--- config.mk ---
export PLATFORM = sky130hd
export DESIGN_NAME = tap_tempo
export DESIGN_NICKNAME = d
export VERILOG_FILES = /design/src/rtl/tap_tempo.sv
export SDC_FILE = /design/constraint.sdc
export NUM_CORES = 1
export LEC_CHECK = 0
export CAP_MARGIN = 20
export CORE_ASPECT_RATIO = 0.5
export CORE_UTILIZATION = 35
export CTS_BUF_LIST = sky130_fd_sc_hd__clkbuf_2
export DETAILED_ROUTE_END_ITERATION = 6
export HOLD_SLACK_MARGIN = 0.1
export PLACE_DENSITY_LB_ADDON = 0.15
export SYNTH_ARGS = -nofsm -noshare
export SYNTH_HDL_FRONTEND = slang
export SYNTH_SLANG_ARGS = --single-unit
--- constraint.sdc ---
create_clock -name clock_in -period 7.65 [get_ports clock_in]
set_clock_uncertainty 0.05 [all_clocks]
set_input_delay 1.9125 -clock clock_in [delete_from_list [all_inputs] [get_ports clock_in]]
set_output_delay 1.9125 -clock clock_in [all_outputs]
set_load 0.01 [all_outputs]
--- src/rtl/tap_tempo.sv ---
// ----------------------------------------------------------------------------
// tap_tempo
// Tempo receiver: debounces a raw beat input, measures the cycle distance
// between beats, averages the last four valid intervals into a beat period
// and, once locked, regenerates a phase-aligned one-cycle quarter pulse.
//
// Ports
//   clock_in      in   1  sole clock
//   reset         in   1  asynchronous active-high reset, clears all state
//   tap_in        in   1  raw asynchronous beat input, active-high
//   tap_detected  out  1  one-cycle pulse per debounced rising edge
//   locked        out  1  high while four consecutive valid intervals are held
//   period        out 32  averaged beat period in cycles (valid while locked)
//   beat          out  1  regenerated one-cycle quarter pulse (only while locked)
// ----------------------------------------------------------------------------
module tap_tempo #(
    parameter int unsigned CLK_HZ   = 49152000,
    parameter int unsigned MIN_BPM  = 30,
    parameter int unsigned MAX_BPM  = 300,
    parameter int unsigned DEBOUNCE = 49152
) (
    input  logic        clock_in,
    input  logic        reset,
    input  logic        tap_in,
    output logic        tap_detected,
    output logic        locked,
    output logic [31:0] period,
    output logic        beat
);

    // Interval bounds in clock cycles, computed in 64 bits to avoid overflow
    localparam logic [31:0] MIN_INTERVAL  = 32'((64'(CLK_HZ) * 64'd60) / 64'(MAX_BPM));
    localparam logic [31:0] MAX_INTERVAL  = 32'((64'(CLK_HZ) * 64'd60) / 64'(MIN_BPM));
    localparam logic [31:0] TIMEOUT_COUNT = MAX_INTERVAL + 32'd1;

    // Debounce counter runs 0 .. DEBOUNCE-1
    localparam int unsigned   DB_W    = (DEBOUNCE > 1) ? $clog2(DEBOUNCE) : 1;
    localparam logic [DB_W-1:0] DB_LAST = DB_W'(DEBOUNCE - 1);

    localparam logic [2:0] VALID_FULL = 3'd4;
    localparam logic [2:0] VALID_LAST = 3'd3;

    typedef enum logic [1:0] {
        S_IDLE    = 2'd0,
        S_MEASURE = 2'd1,
        S_LOCKED  = 2'd2
    } state_t;

    // ------------------------------------------------------------------------
    // Input path: synchroniser, debouncer, edge detector
    // ------------------------------------------------------------------------
    logic            r_sync1;
    logic            r_sync2;
    logic            r_deb;
    logic            r_deb_d;
    logic [DB_W-1:0] r_db_cnt;
    logic            w_edge;

    // Level flips only after DEBOUNCE consecutive disagreeing samples
    always_ff @(posedge clock_in or posedge reset) begin
        if (reset) begin
            r_sync1  <= 1'b0;
            r_sync2  <= 1'b0;
            r_deb    <= 1'b0;
            r_deb_d  <= 1'b0;
            r_db_cnt <= '0;
        end else begin
            r_sync1 <= tap_in;
            r_sync2 <= r_sync1;
            r_deb_d <= r_deb;
            if (r_sync2 != r_deb) begin
                if (r_db_cnt == DB_LAST) begin
                    r_deb    <= r_sync2;
                    r_db_cnt <= '0;
                end else begin
                    r_db_cnt <= r_db_cnt + DB_W'(1);
                end
            end else begin
                r_db_cnt <= '0;
            end
        end
    end

    assign w_edge = r_deb & ~r_deb_d;

    // ------------------------------------------------------------------------
    // Measurement state
    // ------------------------------------------------------------------------
    state_t            r_state;
    state_t            w_state_next;
    logic [31:0]       r_count;
    logic [2:0]        r_valid;
    // Three most recent accepted intervals; the fourth is the one being accepted
    logic [2:0][31:0]  r_hist;
    logic [31:0]       r_phase;
    logic              r_tap_det;
    logic              r_locked;
    logic [31:0]       r_period;
    logic              r_beat;

    logic              w_timeout;
    logic              w_in_window;
    logic              w_accept;
    logic              w_restart;
    logic              w_phase_hit;
    logic [33:0]       w_sum;

    logic [31:0]       w_count_next;
    logic [2:0]        w_valid_next;
    logic [2:0][31:0]  w_hist_next;
    logic [31:0]       w_phase_next;
    logic              w_tap_det_next;
    logic              w_locked_next;
    logic [31:0]       w_period_next;
    logic              w_beat_next;

    // Edge classification; a timeout always wins over an accept
    assign w_timeout   = (r_state != S_IDLE) && (r_count == TIMEOUT_COUNT);
    assign w_in_window = (r_count >= MIN_INTERVAL) && (r_count <= MAX_INTERVAL);
    assign w_accept    = w_edge && (r_state != S_IDLE) && !w_timeout && w_in_window;
    assign w_restart   = w_edge && ((r_state == S_IDLE) || w_timeout);
    assign w_phase_hit = (r_state == S_LOCKED) && (r_phase == r_period);

    // Sum of the four newest intervals once the current one is pushed
    assign w_sum = 34'(r_count) + 34'(r_hist[0]) + 34'(r_hist[1]) + 34'(r_hist[2]);

    // State register
    always_ff @(posedge clock_in or posedge reset) begin
        if (reset) begin
            r_state <= S_IDLE;
        end else begin
            r_state <= w_state_next;
        end
    end

    // Next-state logic
    always_comb begin
        w_state_next = r_state;
        case (r_state)
            S_IDLE: begin
                if (w_edge) begin
                    w_state_next = S_MEASURE;
                end
            end
            S_MEASURE: begin
                if (w_timeout) begin
                    w_state_next = w_edge ? S_MEASURE : S_IDLE;
                end else if (w_accept && (r_valid == VALID_LAST)) begin
                    w_state_next = S_LOCKED;
                end
            end
            S_LOCKED: begin
                if (w_timeout) begin
                    w_state_next = w_edge ? S_MEASURE : S_IDLE;
                end
            end
            default: begin
                w_state_next = S_IDLE;
            end
        endcase
    end

    // Output and datapath next values
    always_comb begin
        w_count_next   = r_count;
        w_valid_next   = r_valid;
        w_hist_next    = r_hist;
        w_phase_next   = r_phase;
        w_period_next  = r_period;
        w_beat_next    = 1'b0;
        w_tap_det_next = w_edge;
        w_locked_next  = (w_state_next == S_LOCKED);

        // Interval counter: restarts on a first or accepted edge, saturates
        if (w_state_next == S_IDLE) begin
            w_count_next = '0;
        end else if (w_restart || w_accept) begin
            w_count_next = 32'd1;
        end else if (r_count != TIMEOUT_COUNT) begin
            w_count_next = r_count + 32'd1;
        end

        // History and valid count
        if (w_timeout || w_restart) begin
            w_valid_next = '0;
            w_hist_next  = '0;
        end else if (w_accept) begin
            w_hist_next = {r_hist[1:0], r_count};
            if (r_valid != VALID_FULL) begin
                w_valid_next = r_valid + 3'd1;
            end
        end

        // Average refreshed only on an edge that leaves us locked
        if (w_accept && (w_state_next == S_LOCKED)) begin
            w_period_next = 32'(w_sum >> 2);
        end

        // Beat regeneration: an accepted edge and a phase match share one pulse
        if (w_state_next == S_LOCKED) begin
            if (w_accept || w_phase_hit) begin
                w_phase_next = 32'd1;
                w_beat_next  = 1'b1;
            end else begin
                w_phase_next = r_phase + 32'd1;
            end
        end else begin
            w_phase_next = '0;
        end
    end

    // Datapath and output registers
    always_ff @(posedge clock_in or posedge reset) begin
        if (reset) begin
            r_count   <= '0;
            r_valid   <= '0;
            r_hist    <= '0;
            r_phase   <= '0;
            r_tap_det <= 1'b0;
            r_locked  <= 1'b0;
            r_period  <= '0;
            r_beat    <= 1'b0;
        end else begin
            r_count   <= w_count_next;
            r_valid   <= w_valid_next;
            r_hist    <= w_hist_next;
            r_phase   <= w_phase_next;
            r_tap_det <= w_tap_det_next;
            r_locked  <= w_locked_next;
            r_period  <= w_period_next;
            r_beat    <= w_beat_next;
        end
    end

    assign tap_detected = r_tap_det;
    assign locked       = r_locked;
    assign period       = r_period;
    assign beat         = r_beat;

endmodule

==> out/qor.txt <==
Status: finished, final reports clean
Worst EP required: 8400 ps
Post-synth EDFFs: 0
Critical path type: reg -> reg
Hold path start: r_sync1$_DFF_PP0_
CP delay by family, top: compound AO/OA/AOI/OAI gates
Critical Path Source Type: flip-flop
First-pass GRT wire length: 50.9 mm
Routability-driven placement congestion ratio: 0.795
Synth top area share: 0.432
Ports: 38
Congestion Overflow GR: 0
Overall routed net length: 31.2 mm
Clock Tree Buf Depth: 3
Total GRT Usage: 0.175
Post-synth net total: 1430
Slew Limit Fails: 0
Cell repeated most along the worst path: fa_1
Number of synthesized register bits: 220
Synth area leader: dfrtp_1
Root buf cell: clkbuf_2
CTS resizes: 0
FF-to-FF Start: r_count[1]$_DFFE_PP0P_
Iter 0 DRT Violations: 562
Synth top cells by count: dfrtp_1, nand2_1, nand3_1
Initial antenna violation count: 1
Die H: 137 um
Area after DPL: 13500 sq um
Max-Slew Margin vs Limit: 0.264
Synth warn: 0
Cts hold-fix bufs: 0
Largest net degree at the start of global routing: 172
RSZ-0062 raised after global routing: false
HPWL Detailed: 22.2 mm
CP Launch Point: r_count[1]$_DFFE_PP0P_
Drt wl/cell: 16.6 um
Worst Path Max Fanout: 6
Crit path DAT: 5350 ps
# rows: 48
CTS tree: done
Switching Fraction: 0.271
Area growth syn-to-layout: 9.78%
Hold Violations, Final: 0
Register area share after synthesis: 0.432
Avg Inst Size Synth: 9.63 sq um
Synth cell types: 67
Layout cells sized above 1: 0.0805
Final setup fails: 0
Net Switching: 533 uW
Vias in the first global route: 9141
Maxcap violations: 0
Residual DRC: 0
Via count: 9284
CP max stage cell: fa_1
Clock share of power: 0.392
Setup TNS Final: 0 ps
Nets: 1479
CTS H-Tree Depth: 2
Worst Max-Slew Pin Slew: 1100 ps
Buf+Inv Stages, Crit Path: 1
Static Leak: 0.00649 uW
Crit path capture type: flip-flop
Setup ws final: 3040 ps
Post-Syn Area: 12800 sq um
Die area: 37300 sq um
Worst-path cell chain: inv_1 > fa_1 > fa_1 > or3b_2 > fa_1 > nor2b_1 > o31a_1 > o21ai_1 > a21oi_1 > a311oi_2 > o31ai_1 > o31ai_1 > a21oi_1
Crit path largest cell delay: 590 ps
Fin crit share: 0.602
Core Util, Final: 0.398
Synth Flop Type: dfrtp_1
Dpl ws: 3090 ps
Post-Synthesis Cells: 1324
Peak supply drop: 60.8 uV
Starting Density: 0.362
Comb power frac: 0.015
P_int: 1430 uW
Die X: 272 um
Clock Latency Late Sink: 920 ps
Max Freq: 217 MHz
Sink Count: 220
Pre-antenna DRT Iters: 5
DR vias/cell: 4.94
Sequential share of power: 0.593
Detail Route Antenna Nets: 0
I/O Buffers: 37
Cell area after layout: 14000 sq um
Most numerous cell in the Yosys netlist: dfrtp_1
Core area: 35200 sq um
Async SR Flop Fraction: 1.00
PD cells: 140 nW/um^2
Post-CTS Setup Inserts: 0
Num CTS Buffers: 54
Reg clk slew, reported paths: 120 ps
Min Tclk post-route: 4610 ps
Hold crit path type: reg -> reg
Dominant cells by area after synthesis: dfrtp_1, fa_1, nand3_1
==> power groups by stage <==
stage | logic (uW) | clock network, uW | registers (uW)
6_report | 30.0 | 771 | 1170
3_5_place_dp | 32.4 | 0 | 1190
4_1_cts | 32.6 | 816 | 1170
3_3_place_gp | 32.0 | 0 | 1190
2_1_floorplan | 20.7 | 0 | 1190
5_1_grt | 36.3 | 868 | 1170
==> worst register-to-register path, stage by stage, from the launching register on <==
cell	delay, ps
dfrtp_1	460
inv_1	160
fa_1	590
fa_1	430
or3b_2	470
fa_1	410
nor2b_1	160
o31a_1	200
o21ai_1	160
a21oi_1	390
a311oi_2	270
o31ai_1	470
o31ai_1	110
a21oi_1	160
==> cell families (layout without fill, tap and decap cells) <==
logic type / after synthesis / after routing / synth area share
other cells: 0 / 1 / 0
simple gates: 514 / 514 / 0.192
flops: 220 / 220 / 0.432
compound gates: 184 / 184 / 0.0884
mux: 6 / 6 / 0.00510
buf+inv: 166 / 245 / 0.0540
xor+xnor: 130 / 130 / 0.0893
fa+ha+maj: 104 / 104 / 0.140
==> metrics by stage <==
step                      hold WS (ps)  instances  total power (uW)
final                              315       1879              1970
after global routing               329       1879              2070
after CTS                          316       1877              2010
after detailed placement           290       1791              1220
after global placement             285       1791              1220
after floorplan                    281       1324              1210
==> cell usage in the layout (no fill, tap or decap), drive strengths merged, types with 5 or more instances in the layout <==
master         Yosys  final
nand2            146    146
clkinv             0      7
buf               34      9
ha                39     39
and2               8      8
o21ai             94     94
or2                5      5
nand4             24     24
o31ai              6      6
nand2b             5      5
a31oi              7      7
and4               9      9
nor3              11     11
a21oi             25     25
xnor2             73     73
a21o              15     15
fa                64     64
o21a               6      6
nand3            133    133
nor2             113    113
and3              22     22
dfrtp            220    220
clkdlybuf4s50      0     37
xor2              57     57
clkbuf            19     78
nor2b              8      8
inv              113    113
nor4              12     12
==> worst paths after layout <==
path	end	slack [ps]	cells after the start
worst max register to register	period[31]$_DFFE_PP0P_	3040	13
max in group asynchronous	period[2]$_DFFE_PP0P_	4950	3
worst min-delay path	r_sync2$_DFF_PP0_	310	0
worst min register to register	r_sync2$_DFF_PP0_	310	0
min in group asynchronous	r_count[30]$_DFFE_PP0P_	1330	2
worst max-delay path	period[31]$_DFFE_PP0P_	3040	13
==> final cells by class <==
class / count / area [sq um]
inverters: 113 / 428
repair buffers: 46 / 470
clock buffers: 78 / 390
well taps: 475 / 594
diodes: 1 / 2.50
flip-flops and latches: 220 / 5510
clock inverters: 8 / 31.3
fillers: 3587 / 21200
multi-input cells: 938 / 6580
==> flip-flops by register name, indices dropped and copies added (netlist names) <==
register	cells
r_phase	32
tap_detected	1
r_count	32
r_deb	1
r_sync2	1
period	32
r_deb_d	1
beat	1
r_state	2
locked	1
r_sync1	1
r_db_cnt	16
r_valid	3
r_hist	96
==> layer usage <==
metal  GRT usage  part of all wire  vias to the layer above  routed length [um]
li1            -                 -                     4551                   -
met1       0.270              0.54                     4510               16800
met2       0.244              0.40                      178               12400
met3      0.0361             0.046                       45                1450
met4      0.0471             0.017                        0                 521
met5           0                 0                        -                   0
(Power assumes the default switching activity.)
